==> src/rtl/instr_queue_pkg.sv <==
// Shared types and constants for the instruction-queue front end.
// Latency: n/a (declarations only).
// Backpressure: n/a.
package instr_queue_pkg;

  localparam int DataLength = 31;
  localparam int PcLength   = 31;
  localparam int Zero       = 0;

  localparam logic True  = 1'b1;
  localparam logic False = 1'b0;

  // Default first fetch address after reset; the top exposes it as RESET_PC.
  localparam logic [PcLength:0] DefaultResetPc = 32'h0000_0000;

  // One queued fetch result: the address it was fetched from and the word.
  typedef struct packed {
    logic [PcLength:0]   pc;
    logic [DataLength:0] instr;
  } entry_t;

endpackage

==> src/rtl/instr_queue_sync_fifo.sv <==
// Generic synchronous FIFO with wrap-around pointers, occupancy count and a clear.
// Latency: a pushed entry is visible on pop_dat from the next cycle; pop_dat is read combinationally.
// Backpressure: push is ignored when full, pop is ignored when empty; clr beats push/pop.
module instr_queue_sync_fifo #(
  parameter int WIDTH  = 64,
  parameter int DEPTH  = 16,
  parameter int ADDR_W = 4
) (
  input  logic              clk,
  input  logic              rst,
  input  logic              clr,
  input  logic              push,
  input  logic [WIDTH-1:0]  push_dat,
  input  logic              pop,
  output logic [WIDTH-1:0]  pop_dat,
  output logic              full,
  output logic              empty,
  output logic [ADDR_W:0]   count
);

  localparam logic [ADDR_W:0] FullCount = DEPTH[ADDR_W:0];

  logic [WIDTH-1:0]  mem_q [DEPTH];
  logic [ADDR_W-1:0] head_q, head_d;
  logic [ADDR_W-1:0] tail_q, tail_d;
  logic [ADDR_W:0]   count_q, count_d;
  logic              do_push, do_pop;

  assign full    = (count_q == FullCount);
  assign empty   = (count_q == '0);
  assign count   = count_q;
  assign pop_dat = mem_q[head_q];

  // Pointer and occupancy update; pointers wrap naturally at DEPTH.
  always_comb begin
    do_push = push & ~full & ~clr;
    do_pop  = pop & ~empty & ~clr;
    head_d  = head_q;
    tail_d  = tail_q;
    count_d = count_q;
    if (clr) begin
      head_d  = '0;
      tail_d  = '0;
      count_d = '0;
    end else begin
      if (do_push) tail_d = tail_q + 1'b1;
      if (do_pop)  head_d = head_q + 1'b1;
      case ({do_push, do_pop})
        2'b10:   count_d = count_q + 1'b1;
        2'b01:   count_d = count_q - 1'b1;
        default: count_d = count_q;
      endcase
    end
  end

  // Control state with synchronous reset.
  always_ff @(posedge clk) begin
    if (rst) begin
      head_q  <= '0;
      tail_q  <= '0;
      count_q <= '0;
    end else begin
      head_q  <= head_d;
      tail_q  <= tail_d;
      count_q <= count_d;
    end
  end

  // Storage needs no reset: entries are only read once counted as valid.
  always_ff @(posedge clk) begin
    if (do_push) mem_q[tail_q] <= push_dat;
  end

endmodule

==> src/rtl/instr_queue.sv <==
// Instruction queue: owns fetch PC, requests words from fc, buffers {pc,instr}, dispatches to dc.
// Latency: a word accepted at edge N is dispatched (registered) at edge N+1 at the earliest.
// Backpressure: fetch request withdrawn while full; ROB stall holds dispatch, queue keeps filling.
module instr_queue
  import instr_queue_pkg::*;
#(
  parameter int                DEPTH    = 16,
  parameter int                ADDR_W   = 4,
  parameter logic [PcLength:0] RESET_PC = DefaultResetPc
) (
  input  logic                  clk,
  input  logic                  rst,
  input  logic                  is_stall_from_rob,
  input  logic                  is_exception_from_rob,
  input  logic [PcLength:0]     pc_from_rob,
  input  logic                  is_stall_from_fc,
  input  logic                  is_finish_from_fc,
  input  logic                  is_instr_from_fc,
  input  logic [DataLength:0]   instr_from_fc,
  output logic                  is_empty_to_fc,
  output logic [PcLength:0]     pc_to_fc,
  output logic                  is_receive_to_fc,
  output logic                  is_empty_to_dc,
  output logic [DataLength:0]   instr_to_dc,
  output logic [PcLength:0]     pc_to_dc
);

  entry_t            push_ent, pop_ent;
  logic              fifo_push, fifo_pop, fifo_full, fifo_empty;
  logic [ADDR_W:0]   unused_count;

  logic [PcLength:0]   fetch_pc_q, fetch_pc_d;
  logic                dc_empty_q, dc_empty_d;
  logic [DataLength:0] dc_instr_q, dc_instr_d;
  logic [PcLength:0]   dc_pc_q, dc_pc_d;

  // fc stalls only stretch its own completion; the held request needs no action here.
  logic unused_fc_stall;
  assign unused_fc_stall = is_stall_from_fc;

  instr_queue_sync_fifo #(
    .WIDTH  ($bits(entry_t)),
    .DEPTH  (DEPTH),
    .ADDR_W (ADDR_W)
  ) u_fifo (
    .clk      (clk),
    .rst      (rst),
    .clr      (is_exception_from_rob),
    .push     (fifo_push),
    .push_dat (push_ent),
    .pop      (fifo_pop),
    .pop_dat  (pop_ent),
    .full     (fifo_full),
    .empty    (fifo_empty),
    .count    (unused_count)
  );

  // Fetch request, accept handshake and dispatch enable.
  always_comb begin
    is_empty_to_fc   = fifo_full | is_exception_from_rob | rst;
    pc_to_fc         = fetch_pc_q;
    is_receive_to_fc = is_finish_from_fc & is_instr_from_fc & ~is_empty_to_fc;
    fifo_push        = is_receive_to_fc;
    push_ent.pc      = fetch_pc_q;
    push_ent.instr   = instr_from_fc;
    fifo_pop         = ~fifo_empty & ~is_stall_from_rob & ~is_exception_from_rob & ~rst;
  end

  // Next fetch PC: redirect wins, otherwise advance one word per accepted result.
  always_comb begin
    fetch_pc_d = fetch_pc_q;
    if (is_exception_from_rob) begin
      fetch_pc_d = pc_from_rob;
    end else if (is_receive_to_fc) begin
      fetch_pc_d = fetch_pc_q + 32'd4;
    end
  end

  // Dispatch register: load the head on pop, otherwise mark empty and hold data.
  always_comb begin
    dc_empty_d = True;
    dc_instr_d = dc_instr_q;
    dc_pc_d    = dc_pc_q;
    if (fifo_pop) begin
      dc_empty_d = False;
      dc_instr_d = pop_ent.instr;
      dc_pc_d    = pop_ent.pc;
    end
  end

  // State registers with synchronous active-high reset.
  always_ff @(posedge clk) begin
    if (rst) begin
      fetch_pc_q <= RESET_PC;
      dc_empty_q <= True;
      dc_instr_q <= Zero[DataLength:0];
      dc_pc_q    <= Zero[PcLength:0];
    end else begin
      fetch_pc_q <= fetch_pc_d;
      dc_empty_q <= dc_empty_d;
      dc_instr_q <= dc_instr_d;
      dc_pc_q    <= dc_pc_d;
    end
  end

  assign is_empty_to_dc = dc_empty_q;
  assign instr_to_dc    = dc_instr_q;
  assign pc_to_dc       = dc_pc_q;

endmodule

==> config.mk <==
export PLATFORM = sky130hd
export DESIGN_NAME = instr_queue
export DESIGN_NICKNAME = d
export VERILOG_FILES = /design/src/rtl/instr_queue_pkg.sv /design/src/rtl/instr_queue_sync_fifo.sv /design/src/rtl/instr_queue.sv
export SDC_FILE = /design/constraint.sdc
export NUM_CORES = 1
export LEC_CHECK = 0
export CAP_MARGIN = 20
export CORE_MARGIN = 2
export CORE_UTILIZATION = 54
export DETAILED_ROUTE_END_ITERATION = 10
export GPL_TIMING_DRIVEN = 1
export HOLD_SLACK_MARGIN = 0.06
export PLACE_DENSITY = 0.85
export SLEW_MARGIN = 20
export SYNTH_ARGS = -nofsm -noshare
export SYNTH_HDL_FRONTEND = slang
export SYNTH_SLANG_ARGS = --single-unit
==> constraint.sdc <==
create_clock -name clk -period 7 [get_ports clk]
set_input_delay 0.7 -clock clk [delete_from_list [all_inputs] [get_ports clk]]
set_output_delay 0.7 -clock clk [all_outputs]
set_load 0.02 [all_outputs]
# [After elaboration in Yosys (flattened, before gate mapping)]
# Memories as Yosys holds them, arrays and structs flattened. A register that Yosys moved wholly into a read port is not among the register bits.
# Index checks and enable logic that the tools add are counted.
[totals] ff_bits=46 ramBits=1024 in_bits=71 output_inout_bits=99 elab_cells=41 memories=1
[memory_table] name="u_fifo.mem_q" words=16 width=64 read_ports=1 rd_clocked_by_memory_dff=1 wr=1 line_no="instr_queue_sync_fifo.sv:23" rtl="logic [WIDTH-1:0] mem_q [DEPTH];"
[op_classes] n_addsub=5 n_eq_ne=3 muxes=6 n_bitwise=17 reduce_logical=4
[ops] op="$mux W32" n=2
[ops] op="$add A32 B3 Y32 const B" n=1
[ops] op="$pmux W5 S2" n=1
[ops] op="$and A1 B1 Y1" n=9
[ops] op="$add A4 B1 Y4 const B" n=2
[ops] op="$not A1 Y1" n=6
[ops] op="$add A5 B1 Y5 const B" n=1
[ops] op="$eq A5 B5 Y1 const B" n=1
[ops] op="$logic_not A5 Y1" n=1
[ops] op="$sub A5 B1 Y5 const B" n=1
[ops] op="$reduce_bool A2 Y1" n=2
[ops] op="$mux W1" n=3
[ops] op="$eq A2 B1 Y1 const B" n=1
[ops] op="$eq A2 B2 Y1 const B" n=1
[ops] op="$or A1 B1 Y1" n=2
[ops] op="$reduce_or A2 Y1" n=1

# [Longest topological paths before layout]
[depth] depth_word=9 mapped_depth=13 depth_no_buf=11

# [Hierarchy]
# A second synthesis with hierarchy kept.
[unflattened] hier_cells=2065 area_unflattened_um2=43580.5
[by_module_without_submodules] module="instr_queue_sync_fifo" n_inst=1 cells_each=1542 area_per_inst_um2=39434.1 seq_area_each_um2=31089.8
[by_module_without_submodules] module="instr_queue" n_inst=1 cells_each=523 area_per_inst_um2=4146.5 seq_area_each_um2=1941.9

# [Worst setup path before layout]
# No wires, ideal clock.
[synth_timing] path_kind="in2reg" start="input port rst" end="memory u_fifo.mem_q[1][0], enable pin" setup_ns=0.565 t_arrival_ns=6.236 t_required_ns=6.435 path_slack_ns=0.199 stages=9 path_buffers=3 cell_sequence="buf_2 -> or2_1 -> buf_2 -> nor2_4 -> nand2_2 -> inv_4 -> buf_2 -> nand2_1 -> nor3_1"
[synth_via] elab_chain_len=7
[synth_rtl] item="start, declared" line_no="instr_queue.sv:12" rtl="input logic rst,"
[synth_rtl] item="$or A1 B1 Y1" line_no="instr_queue.sv:60" rtl="is_empty_to_fc = fifo_full | is_exception_from_rob | rst;"
[synth_rtl] item="$not A1 Y1" line_no="instr_queue.sv:62" rtl="is_receive_to_fc = is_finish_from_fc & is_instr_from_fc & ~is_empty_to_fc;"
[synth_rtl] item="$and A1 B1 Y1" line_no="instr_queue.sv:62"
[synth_rtl] item="net is_receive_to_fc" line_no="instr_queue.sv:22" rtl="output logic is_receive_to_fc,"
[synth_rtl] item="$and A1 B1 Y1 (2 in a row)" line_no="instr_queue_sync_fifo.sv:36" rtl="do_push = push & ~full & ~clr;"
[synth_rtl] item="$mux W1" line_no="instr_queue_sync_fifo.sv:71" rtl="if (do_push) mem_q[tail_q] <= push_dat;"
[synth_rtl] item="$mux W1 (not written as such)" line_no="instr_queue_sync_fifo.sv:71"
[synth_rtl] item="end, declared" line_no="instr_queue_sync_fifo.sv:23"
# The timed path passes the listed nets, and every way through them passes these cells.

# [Worst setup path in the final report]
[layout_timing] start="input port rst" end="memory u_fifo.mem_q[3][38], enable pin"
[layout_via] elab_chain_len=7
[layout_rtl] item="$or A1 B1 Y1" line_no="instr_queue.sv:60"
[layout_rtl] item="$not A1 Y1" line_no="instr_queue.sv:62"
[layout_rtl] item="$and A1 B1 Y1" line_no="instr_queue.sv:62"
[layout_rtl] item="$and A1 B1 Y1 (2 in a row)" line_no="instr_queue_sync_fifo.sv:36"
[layout_rtl] item="$mux W1" line_no="instr_queue_sync_fifo.sv:71"
[layout_rtl] item="$mux W1 (not written as such)" line_no="instr_queue_sync_fifo.sv:71"
# No other way between the ends.

==> flow_metrics.env <==
export IMPL_skew_ns=0.0192
export IMPL_async_reset_ff_share_pct=0
export IMPL_insertion_delay_ns=0.67
export IMPL_wl_met1_mm=37.9
export IMPL_hp_start="pc_to_dc[10]$_SDFFE_PP0N_"
export IMPL_routedWlPerCell_um=30.2
export IMPL_netlist_top_cells_area="edfxtp_1 72%, mux4_2 14%, dfxtp_1 5.2%"
export IMPL_drive_gt1_share_pct=21.0
export IMPL_clkSinkCount=1134
export IMPL_cts_post_setup_buffers_inserted=0
export IMPL_highest_layer="met4"
export IMPL_synth_cell_types=52
export IMPL_maxCapViolCount=0
export IMPL_min_delay_worst_endpoint="pc_to_dc[10]$_SDFFE_PP0N_"
export IMPL_synth_top_area_share_pct=72.1
export IMPL_worst_hold_path_type="reg -> reg"
export IMPL_die_x_um=285
export IMPL_crit_slowest_cell="nor3_2"
export IMPL_critPathMaxStageDelay_ns=0.92
export IMPL_track_usage_pct=25.1
export IMPL_clk_pin_slew_ns=0.06
export IMPL_cp_start_kind="primary input"
export IMPL_numCtsBuffers=106
export IMPL_fin_setup_tns_ns=0
export IMPL_htreeDepth=3
export IMPL_fin_ws_ns=3.14
export IMPL_path_max_fanout=55
export IMPL_nNetsFinal=2313
export IMPL_drv_slew=0
export IMPL_ctsResizeCount=0
export IMPL_hold_depth=1
export IMPL_drcViolationCount=0
export IMPL_area_delta_synth_final_pct=15.4
export IMPL_drt_wl_total_mm=102
export IMPL_syn_area_per_cell_um2=21.0
export IMPL_worstPathRequired_ns=7.30
export IMPL_cp_end_kind="register"
export IMPL_via_per_inst=6.58
export IMPL_status="finished, final reports clean"
export IMPL_drtIter0Drc=2771
export IMPL_synthesis_area_um2=42700
export IMPL_setup_viol=0
export IMPL_tightest_slew_ns=1.16
export IMPL_grt_pass1_vias=22875
export IMPL_powerDensity_nw_per_um2=271
export IMPL_grt_antenna_before_repair=1
export IMPL_r2r_cells=7
export IMPL_period_share_pct=55.1
export IMPL_dpl_cell_area_um2=45800
export IMPL_grt_max_degree=168
export IMPL_core_area_um2=78600
export IMPL_tritoncts="yes"
export IMPL_hold_viol=0
export IMPL_place_ws_ns=2.49
export IMPL_r2r_end="u_fifo.mem_q[3][38]$_DFFE_PP_"
export IMPL_yosysWarnings=0
export IMPL_p_leak_nw=15.2
export IMPL_cp_num_buf_inv=4
export IMPL_cts_root_buf="clkbuf_16"
export IMPL_die_h_um=285
export IMPL_clock_fmax_mhz=259
export IMPL_syn_instance_count=2032
export IMPL_rsz0062_at_grt="false"
export IMPL_cp_cell_sequence="clkdlybuf4s50_1 > buf_4 > or2_1 > nor2_4 > nand2_2 > inv_4 > nand2_1 > nor3_2 > buf_12"
export IMPL_hold_ws_ns=0.479
export IMPL_ant_nets=0
export IMPL_syn_num_nets=2114
export IMPL_synthTopCellsByCount="1,024 x edfxtp_1, 256 x mux4_2, 128 x a22oi_1, 110 x dfxtp_1, 109 x nand2_1"
export IMPL_cp_top_family="simple AND/OR/NAND/NOR gates"
export IMPL_synth_edf_count=1024
export IMPL_yosysMostFrequentCell="edfxtp_1"
export IMPL_met2_wirelength_mm=52.7
export IMPL_power_w=0.0134
export IMPL_r2r_slack_ns=3.76
export IMPL_gp_congestion=0.860
export IMPL_reg2reg_from="u_fifo.count[0]$_SDFFE_PP0P_"
export IMPL_num_io_pins=170
export IMPL_met3WireLength_mm=9.04
export IMPL_initial_core_util_pct=54.3
export IMPL_row_count=103
export IMPL_ir_drop_uv=228
export IMPL_synth_largest_area_cell="edfxtp_1"
export IMPL_final_area_um2=49200
export IMPL_hpwl_mm=50.8
export IMPL_clk_path_buf_depth=3
export IMPL_worst_setup_path_type="in -> reg"
export IMPL_via_count=22183
export IMPL_drt_pass1_iter_count=6
export IMPL_synthFlopType="edfxtp_1"
export IMPL_cp_arrival_ns=4.16
export IMPL_die_area_um2=81300
export IMPL_synth_yosys_seq_area_share_pct=77.2
export IMPL_maxSlewHeadroom_pct=22.4
export IMPL_postCtsHoldBufs=0
export IMPL_ys_seq_elements=1134
export IMPL_io_buffers=168
export IMPL_layout_min_cycle_time_ns=3.86
export IMPL_grt_overflow_total=0
export IMPL_grt_pass1_wl_mm=151
==> area by class of cell <==
| type | count | area (µm²) |
|---|---|---|
| sequential | 1134 | 33000 |
| fill | 5081 | 29400 |
| multi-input combinational | 774 | 9330 |
| clock buffer | 138 | 2870 |
| timing repair buffer | 207 | 2170 |
| tap | 1050 | 1310 |
| clock inverter | 59 | 558 |
| inverter | 8 | 33.8 |
| antenna | 2 | 5.00 |
==> worst reg2reg max path, cell delays in order (launching register included) <==
cell	delay (ns)
dfxtp_1	0.47
nor4_4	0.13
nand2_1	0.16
nand2_2	0.15
inv_4	0.21
nand2_1	0.29
nor3_2	0.92
buf_12	0.48
==> how the worst max path moves through the flow <==
stage | start | to | slack (ns) | cells past startpoint
after floorplan | rst | u_fifo.mem_q[1][0]$_DFFE_PP_ | 0.20 | 9
after global placement | rst | u_fifo.mem_q[3][28]$_DFFE_PP_ | 2.61 | 9
after detailed placement | rst | u_fifo.mem_q[3][28]$_DFFE_PP_ | 2.49 | 9
after CTS | rst | u_fifo.mem_q[3][8]$_DFFE_PP_ | 3.15 | 9
after global routing | is_exception_from_rob | u_fifo.mem_q[3][39]$_DFFE_PP_ | 2.99 | 9
final | rst | u_fifo.mem_q[3][38]$_DFFE_PP_ | 3.14 | 9
==> logic make-up (layout without fill, tap and decap cells) <==
group / after synthesis / count (layout) / synth area share, %
simple gates: 223 / 223 / 2.47
other cells: 0 / 2 / 0
fa+ha+maj: 11 / 11 / 0.340
buf+inv: 124 / 412 / 1.23
xor+xnor: 26 / 26 / 0.534
compound gates: 248 / 248 / 4.41
flops: 1134 / 1134 / 77.2
mux: 266 / 266 / 13.8
==> routing by layer <==
layer  up-vias  track usage (%)
met5         -                0
li1       8908                -
met3       178             3.70
met2      1426             42.7
met1     11671             34.3
met4         0             7.25
==> report_power, final <==
part           switching [W]  internal (W)  leakage (nW)
Combinational       0.000134     0.0000919          3.36
Clock                0.00245       0.00322          1.69
Sequential         0.0000670       0.00740          10.2
Total                0.00265        0.0107          15.2
==> flip-flops by register name (all words and copies together) (netlist names) <==
name	count
pc_to_fc	32
u_fifo.tail_q	4
pc_to_dc	32
u_fifo.head_q	4
is_empty_to_dc	1
u_fifo.mem_q	1024
instr_to_dc	32
u_fifo.count	5
==> layout by cell type, fill, tap and decap left out, drive strengths merged, types with 16 or more instances in the layout <==
cell and n:
clkinv 46, buf 39, a22o 64, nand3 19, nand4 16, nor2 45, nand2 110, edfxtp 1024
dfxtp 110, mux4 256, a21oi 24, xor2 21, clkbuf 138, clkdlybuf4s50 168, a22oi 128
==> per-stage QoR <==
stage | util (%) | std cells
final | 62.6 | 3372
after global routing | 62.6 | 3371
after CTS | 62.6 | 3369
after detailed placement | 58.2 | 3172
after global placement | 58.2 | 3172
after floorplan | - | 2032
No activity file was read; power rests on OpenSTA's default activity.
